--- src/rtl/dl_pipe_reg.sv ---
// Multi-stage valid/ready pipeline register where empty stages (bubbles) collapse under stall.
// Define DL_PIPE_REG_OCC_EN to add the registered occupancy output 'occ'.
module dl_pipe_reg #(
  parameter int               WIDTH     = 8,
  parameter int               DEPTH     = 2,
  parameter logic [WIDTH-1:0] RESET_VAL = '0
) (
  input  logic             clk,
  input  logic             rst,
  input  logic             flush,
  input  logic             in_valid,
  input  logic [WIDTH-1:0] in_data,
  output logic             in_ready,
  output logic             out_valid,
  output logic [WIDTH-1:0] out_data,
  input  logic             out_ready
`ifdef DL_PIPE_REG_OCC_EN
  ,
  output logic [$clog2(DEPTH+1)-1:0] occ
`endif
);

  logic [DEPTH-1:0] v;
  logic [DEPTH-1:0] adv;
  logic [DEPTH-1:0] inc_v;
  logic [WIDTH-1:0] d [DEPTH];
  logic             in_xfer;

  // A stage may advance if it is empty or everything downstream of it can advance.
  always_comb begin : adv_chain
    logic c;
    c   = out_ready;
    adv = '0;
    for (int i = DEPTH - 1; i >= 0; i--) begin
      c      = c | ~v[i];
      adv[i] = c;
    end
  end

  assign in_ready = adv[0] & ~flush & ~rst;
  assign in_xfer  = in_valid & in_ready;

  always_comb begin
    inc_v    = '0;
    inc_v[0] = in_xfer;
    for (int i = 1; i < DEPTH; i++) begin
      inc_v[i] = v[i-1];
    end
  end

  // Data only loads alongside a valid word, so bubbles never overwrite held data.
  always_ff @(posedge clk or posedge rst) begin
    if (rst) begin
      v <= '0;
      for (int i = 0; i < DEPTH; i++) begin
        d[i] <= RESET_VAL;
      end
    end else if (flush) begin
      v <= '0;
    end else begin
      if (adv[0]) begin
        v[0] <= inc_v[0];
        if (inc_v[0]) begin
          d[0] <= in_data;
        end
      end
      for (int i = 1; i < DEPTH; i++) begin
        if (adv[i]) begin
          v[i] <= inc_v[i];
          if (inc_v[i]) begin
            d[i] <= d[i-1];
          end
        end
      end
    end
  end

  assign out_valid = v[DEPTH-1];
  assign out_data  = d[DEPTH-1];

`ifdef DL_PIPE_REG_OCC_EN
  localparam int OCC_W = $clog2(DEPTH + 1);

  logic out_xfer;
  assign out_xfer = out_valid & out_ready;

  // Simultaneous push and pop leave the count unchanged.
  always_ff @(posedge clk or posedge rst) begin
    if (rst) begin
      occ <= '0;
    end else if (flush) begin
      occ <= '0;
    end else if (in_xfer && !out_xfer) begin
      occ <= occ + OCC_W'(1);
    end else if (!in_xfer && out_xfer) begin
      occ <= occ - OCC_W'(1);
    end
  end
`endif

endmodule
--- config.mk ---
export PLATFORM = sky130hd
export DESIGN_NAME = dl_pipe_reg
export DESIGN_NICKNAME = d
export VERILOG_FILES = /design/src/rtl/dl_pipe_reg.sv
export SDC_FILE = /design/constraint.sdc
export NUM_CORES = 1
export LEC_CHECK = 0
export ABC_CLOCK_PERIOD_IN_PS = 2200
export BUFFER_PORTS_ARGS = -buffer_cell sky130_fd_sc_hd__buf_4
export CAP_MARGIN = 5
export CORE_MARGIN = 2
export CORE_UTILIZATION = 52
export CTS_CLUSTER_DIAMETER = 80
export DETAILED_ROUTE_END_ITERATION = 8
export GPL_ROUTABILITY_DRIVEN = 0
export GPL_TIMING_DRIVEN = 0
export HOLD_SLACK_MARGIN = 0.1
export PLACE_DENSITY_LB_ADDON = 0.12
export SETUP_SLACK_MARGIN = 0.1
export SLEW_MARGIN = 25
export SYNTH_ARGS = -nofsm -noshare
export SYNTH_HDL_FRONTEND = slang
export SYNTH_SLANG_ARGS = --single-unit
--- constraint.sdc ---
create_clock -name clk -period 2.2 [get_ports clk]
set_clock_uncertainty 0.05 [all_clocks]
set_input_delay 0.33 -clock clk [delete_from_list [all_inputs] [get_ports clk]]
set_output_delay 0.33 -clock clk [all_outputs]
set_load 0.02 [all_outputs]
# After elaboration in Yosys (flattened, before gate mapping)
# Index checks and enable logic that the tools add are counted.
op_classes:
  mux: 3
  n_bitwise: 9
  n_reduce_logical: 4
ops:
  columns: ["cell", "count"]
  rows:
  - ["3-bit AND reduction", 2]
  - ["1-bit NOT", 4]
  - ["2-bit nonzero test", 2]
  - ["1-bit bitwise AND", 3]
  - ["1-bit two-way mux", 2]
  - ["2-bit two-way mux", 1]
  - ["1-bit bitwise OR", 2]
totals:
  regBits: 18
  input_bits: 13
  output_inout_bits: 10
  elab_cells: 20

# Logic depth before layout (Yosys ltp)
logic_depth:
  word_depth: 8
  mapped_depth: 4
  mapped_depth_nobuf: 3

# Worst setup path after synthesis
# Ideal clock, no wire load.
synth_timing:
  kind: "register to register"
  start: "reg v[1]"
  end: "reg d[10] (netlist name)"
  setup_ns: 0.125
  t_arrival_ns: 1.200
  required_ns: 2.025
  slack_ns: 0.825
  path_stages_with_launch: 4
  n_path_buf: 0
  period_less_slack_ns: 1.375
  path_cell_list: "dfrtp_1 -> nand2b_4 -> o211ai_4 -> mux2_2"
synth_between:
  elab_chain_len: 7
synth_rtl:
  columns: ["element", "line", "text"]
  rows:
  - ["start: declaration", "23", "logic [DEPTH-1:0] v;"]
  - ["start signal: indexed assignment", "69", "v[i] <= inc_v[i];"]
  - ["1-bit NOT (*)", "35", "c = c | ~v[i];"]
  - ["1-bit bitwise OR (*) (2 in series)", "35", null]
  - ["1-bit bitwise AND (2 in series)", "40", "assign in_ready = adv[0] & ~flush & ~rst;"]
  - ["1-bit bitwise AND", "41", "assign in_xfer = in_valid & in_ready;"]
  - ["3-bit AND reduction (no line) (*)", null, null]
  - ["end signal: indexed assignment", "71", "d[i] <= d[i-1];"]
  - ["end: declaration", "26", "logic [WIDTH-1:0] d [DEPTH];"]
# Mark *: on every way between the ends. The rest lies on a longest branch, timed or not.
# A chain may end at the register's enable or synchronous reset.

# Worst setup path in the final report
layout_timing:
  start: "reg v[1]"
  end: "out in_ready"
layout_between:
  elab_chain_len: 5
layout_rtl:
  columns: ["element", "line", "text"]
  rows:
  - ["1-bit NOT", "35", null]
  - ["1-bit bitwise OR (2 in series)", "35", null]
  - ["1-bit bitwise AND (2 in series)", "40", null]
  - ["end: declaration", "13", "output logic in_ready,"]
# Every way passes these cells.

==> PnR_summary.wiki <==
{| class="wikitable"
! Metric !! Value
|-
| Wire length of the first global-routing pass || 2.04 mm
|-
| Via count || 462
|-
| Worst hold-check path type || in -> async
|-
| Net count of the finished layout || 93
|-
| Cell types with the highest counts after synthesis || dfrtp_1 (18), mux2_2 (16), buf_4 (8), nand2b_1 (2)
|-
| Final number of setup-violating endpoints || 0
|-
| Library cell with the largest summed area after synthesis || dfrtp_1
|-
| Longest individual stage delay on the worst path || 0.40 ns
|-
| Final clock period utilization by the worst path || 66.5%
|-
| Final max-slew violation count || 0
|-
| Pin count of the biggest net entering global routing || 19
|-
| Max_cap viols || 0
|-
| Total number of clock tree sinks || 18
|-
| Area overhead of the layout relative to synthesis || 26.7%
|-
| Ranking of synthesized cells by area || dfrtp_1 (58%), mux2_2 (23%), buf_4 (7.8%)
|-
| Worst reg2reg path depth || 3
|-
| Standby leakage power || 0.490 nW
|-
| Area of all placed cells without fillers || 978 µm²
|-
| Post-synthesis register bit count || 18
|-
| Setup Crit Path Kind || reg -> out
|-
| Number of DRC markers in iteration 0 || 0
|-
| Post-route non-filler standard cell count || 93
|-
| Starting density of the core || 57.2%
|-
| Area occupied by registers || 450 µm²
|-
| Clock insertion delay at the later pin of the skew report || 0.28 ns
|-
| Avg Synthesized Cell Area || 14.6 µm²
|-
| Cell count after placement || 90
|-
| H-tree lvl count || 1
|-
| Number of input and output port buffers inserted || 22
|-
| Clock Tree Root || clkbuf_4
|-
| Initial antenna violation count || 0
|-
| EDFF count, synth || 0
|-
| Type of element launching the critical path || flop
|-
| Drt first pass iters || 1
|-
| Largest driver fanout on the critical path || 5
|-
| Worst Tran Pin Value || 0.663 ns
|-
| Crit path required time || 1.82 ns
|-
| Clock slew at reported path FFs || 0.09 ns
|-
| Total die area || 1810 µm²
|-
| Synth Net Count || 66
|-
| Remaining design rule violation count || 0
|-
| Crit path time final || 1.46 ns
|-
| Final-layout setup total negative slack || 0 ns
|-
| # resized after CTS || 0
|-
| Proportion of synthesized flip-flops having asynchronous set or reset || 100%
|-
| Slew margin rel. || 55.7%
|-
| Synth Flop Type || dfrtp_1
|-
| Final Hold Violating Endpoints || 0
|-
| Diode insertion count for antenna repair || 0
|-
| Io pins || 23
|-
| Crit path arrival time || 1.08 ns
|-
| Critical Path End Type || output pin
|-
| Area occupied by multi-input gates || 249 µm²
|-
| Area share of the largest cell type after synthesis || 58.3%
|-
| Number of hold buffers added after cts || 0
|-
| Clock buffer depth || 2
|-
| Chip Height || 42.5 µm
|-
| RSZ-0062 raised after global routing || no
|-
| Synth warnings || 0
|-
| Standard-cell row count || 13
|-
| Total routing resource utilization after global routing || 15.8%
|-
| Fraction of the yosys area taken by sequential cells || 58.3%
|-
| CORE AREA || 1350 µm²
|-
| Share of layout cells above drive strength 1 || 67.9%
|-
| Total overflow reported by the global router || 0
|-
| Antenna viol nets, final || 0
|-
| Cell with the largest stage delay on the worst path || dfrtp_1
|-
| Top-count cell post-synth || dfrtp_1
|-
| Vias per inst || 4.97
|-
| Critical path cell sequence || nand2b_4 > o21a_1 > buf_4
|-
| Number of buffers added for setup after CTS || 0
|-
| Clock tree from TritonCTS || yes
|-
| Number of global-route vias before repair || 473
|-
| Number of buffers added by the clock tree synthesis step || 3
|-
| Ratio of total power to cell area || 976 nW/µm²
|-
| Final Routed Wirelength || 1.14 mm
|-
| Area after detailed placement || 956 µm²
|-
| Post-synthesis cell type count || 13
|-
| Highest ir drop seen on vdd || 0.000456 V
|-
| Run status || completed
|-
| Pre-CTS setup slack || 0.726 ns
|-
| # fillers || 102
|-
| HPWL reported at the end of detailed placement || 911 µm
|-
| Synthesized area || 772 µm²
|-
| Mapped Cells || 53
|-
| Post-layout util || 72.5%
|-
| Top achievable clock speed || 683 MHz
|-
| Setup slack of the critical path after layout || 0.737 ns
|-
| Die Span X || 42.5 µm
|-
| Mean routed wirelength per cell || 12.3 µm
|}
## final cells by class
class	instances	share of cell area, %
buffer	9	6.65
clock buffer	3	2.30
inverter	2	0.767
multi-input combinational	24	25.4
sequential	18	46.0
tap	15	1.92
timing repair buffer	22	16.9
## worst max-delay path: cells and delay by family (launching register included)
kind / cells / cell delay (ns)
flip-flops: 1 / 0.40
AND/OR/NAND/NOR: 1 / 0.09
AO/OA/AOI/OAI: 1 / 0.17
buffers and inverters: 1 / 0.15
## path summary, 6_finish.rpt
kind / from / slack [ns] / endpoint
max reg2reg: v[1]$_DFFE_PP0P_ / 0.87 / d[10]$_DFFE_PP0P_
min in group clk: flush / 0.15 / v[1]$_DFFE_PP0P_
max: v[1]$_DFFE_PP0P_ / 0.74 / in_ready
min reg2reg: d[10]$_DFFE_PP0P_ / 0.46 / out_data[2]$_DFFE_PP0P_
min: rst / 0.1 / out_data[3]$_DFFE_PP0P_
max in group asynchronous: rst / 1.58 / d[12]$_DFFE_PP0P_
## logic make-up (layout without fill, tap and decap cells)
group	after synthesis	count (layout)	synth area share [%]
muxes	16	16	23.3
AOI/OAI and AO/OA	4	4	5.02
buffers and inverters	11	36	9.40
DFF	18	18	58.3
and+or+nand+nor	4	4	3.89
## through the flow
step	total power, mW	hold WS [ns]
final	0.955	0.0982
after global routing	1.01	0.140
after CTS	0.974	0.109
after detailed placement	0.817	0.428
after global placement	0.805	0.424
after floorplan	0.691	0.219
## flip-flops by register name, indices dropped and copies added (netlist names)
| name | cells |
|---|---|
| v | 2 |
| out_data | 8 |
| d | 8 |
## layout by cell type (no fill, tap or decap), drive strengths merged
cell,instances
nor2,1
o211ai,1
o21a,1
dfrtp,18
o21ai,1
clkbuf,3
a21oi,1
buf,31
inv,2
nand2b,3
mux2,16
## report_power, final
group | total [mW] | switching (mW) | internal (mW)
registers | 0.453 | 0.0390 | 0.414
clock network | 0.152 | 0.0889 | 0.0635
logic | 0.349 | 0.140 | 0.209
## per-layer routing
| metal | wire length, µm | global-route usage, % |
|---|---|---|
| met3 | 66 | 3.02 |
| met5 | 0 | 0 |
| met2 | 649 | 28.6 |
| met4 | 15 | 9.38 |
| met1 | 410 | 16.8 |
Note: power is estimated with default switching activity, not from simulation.
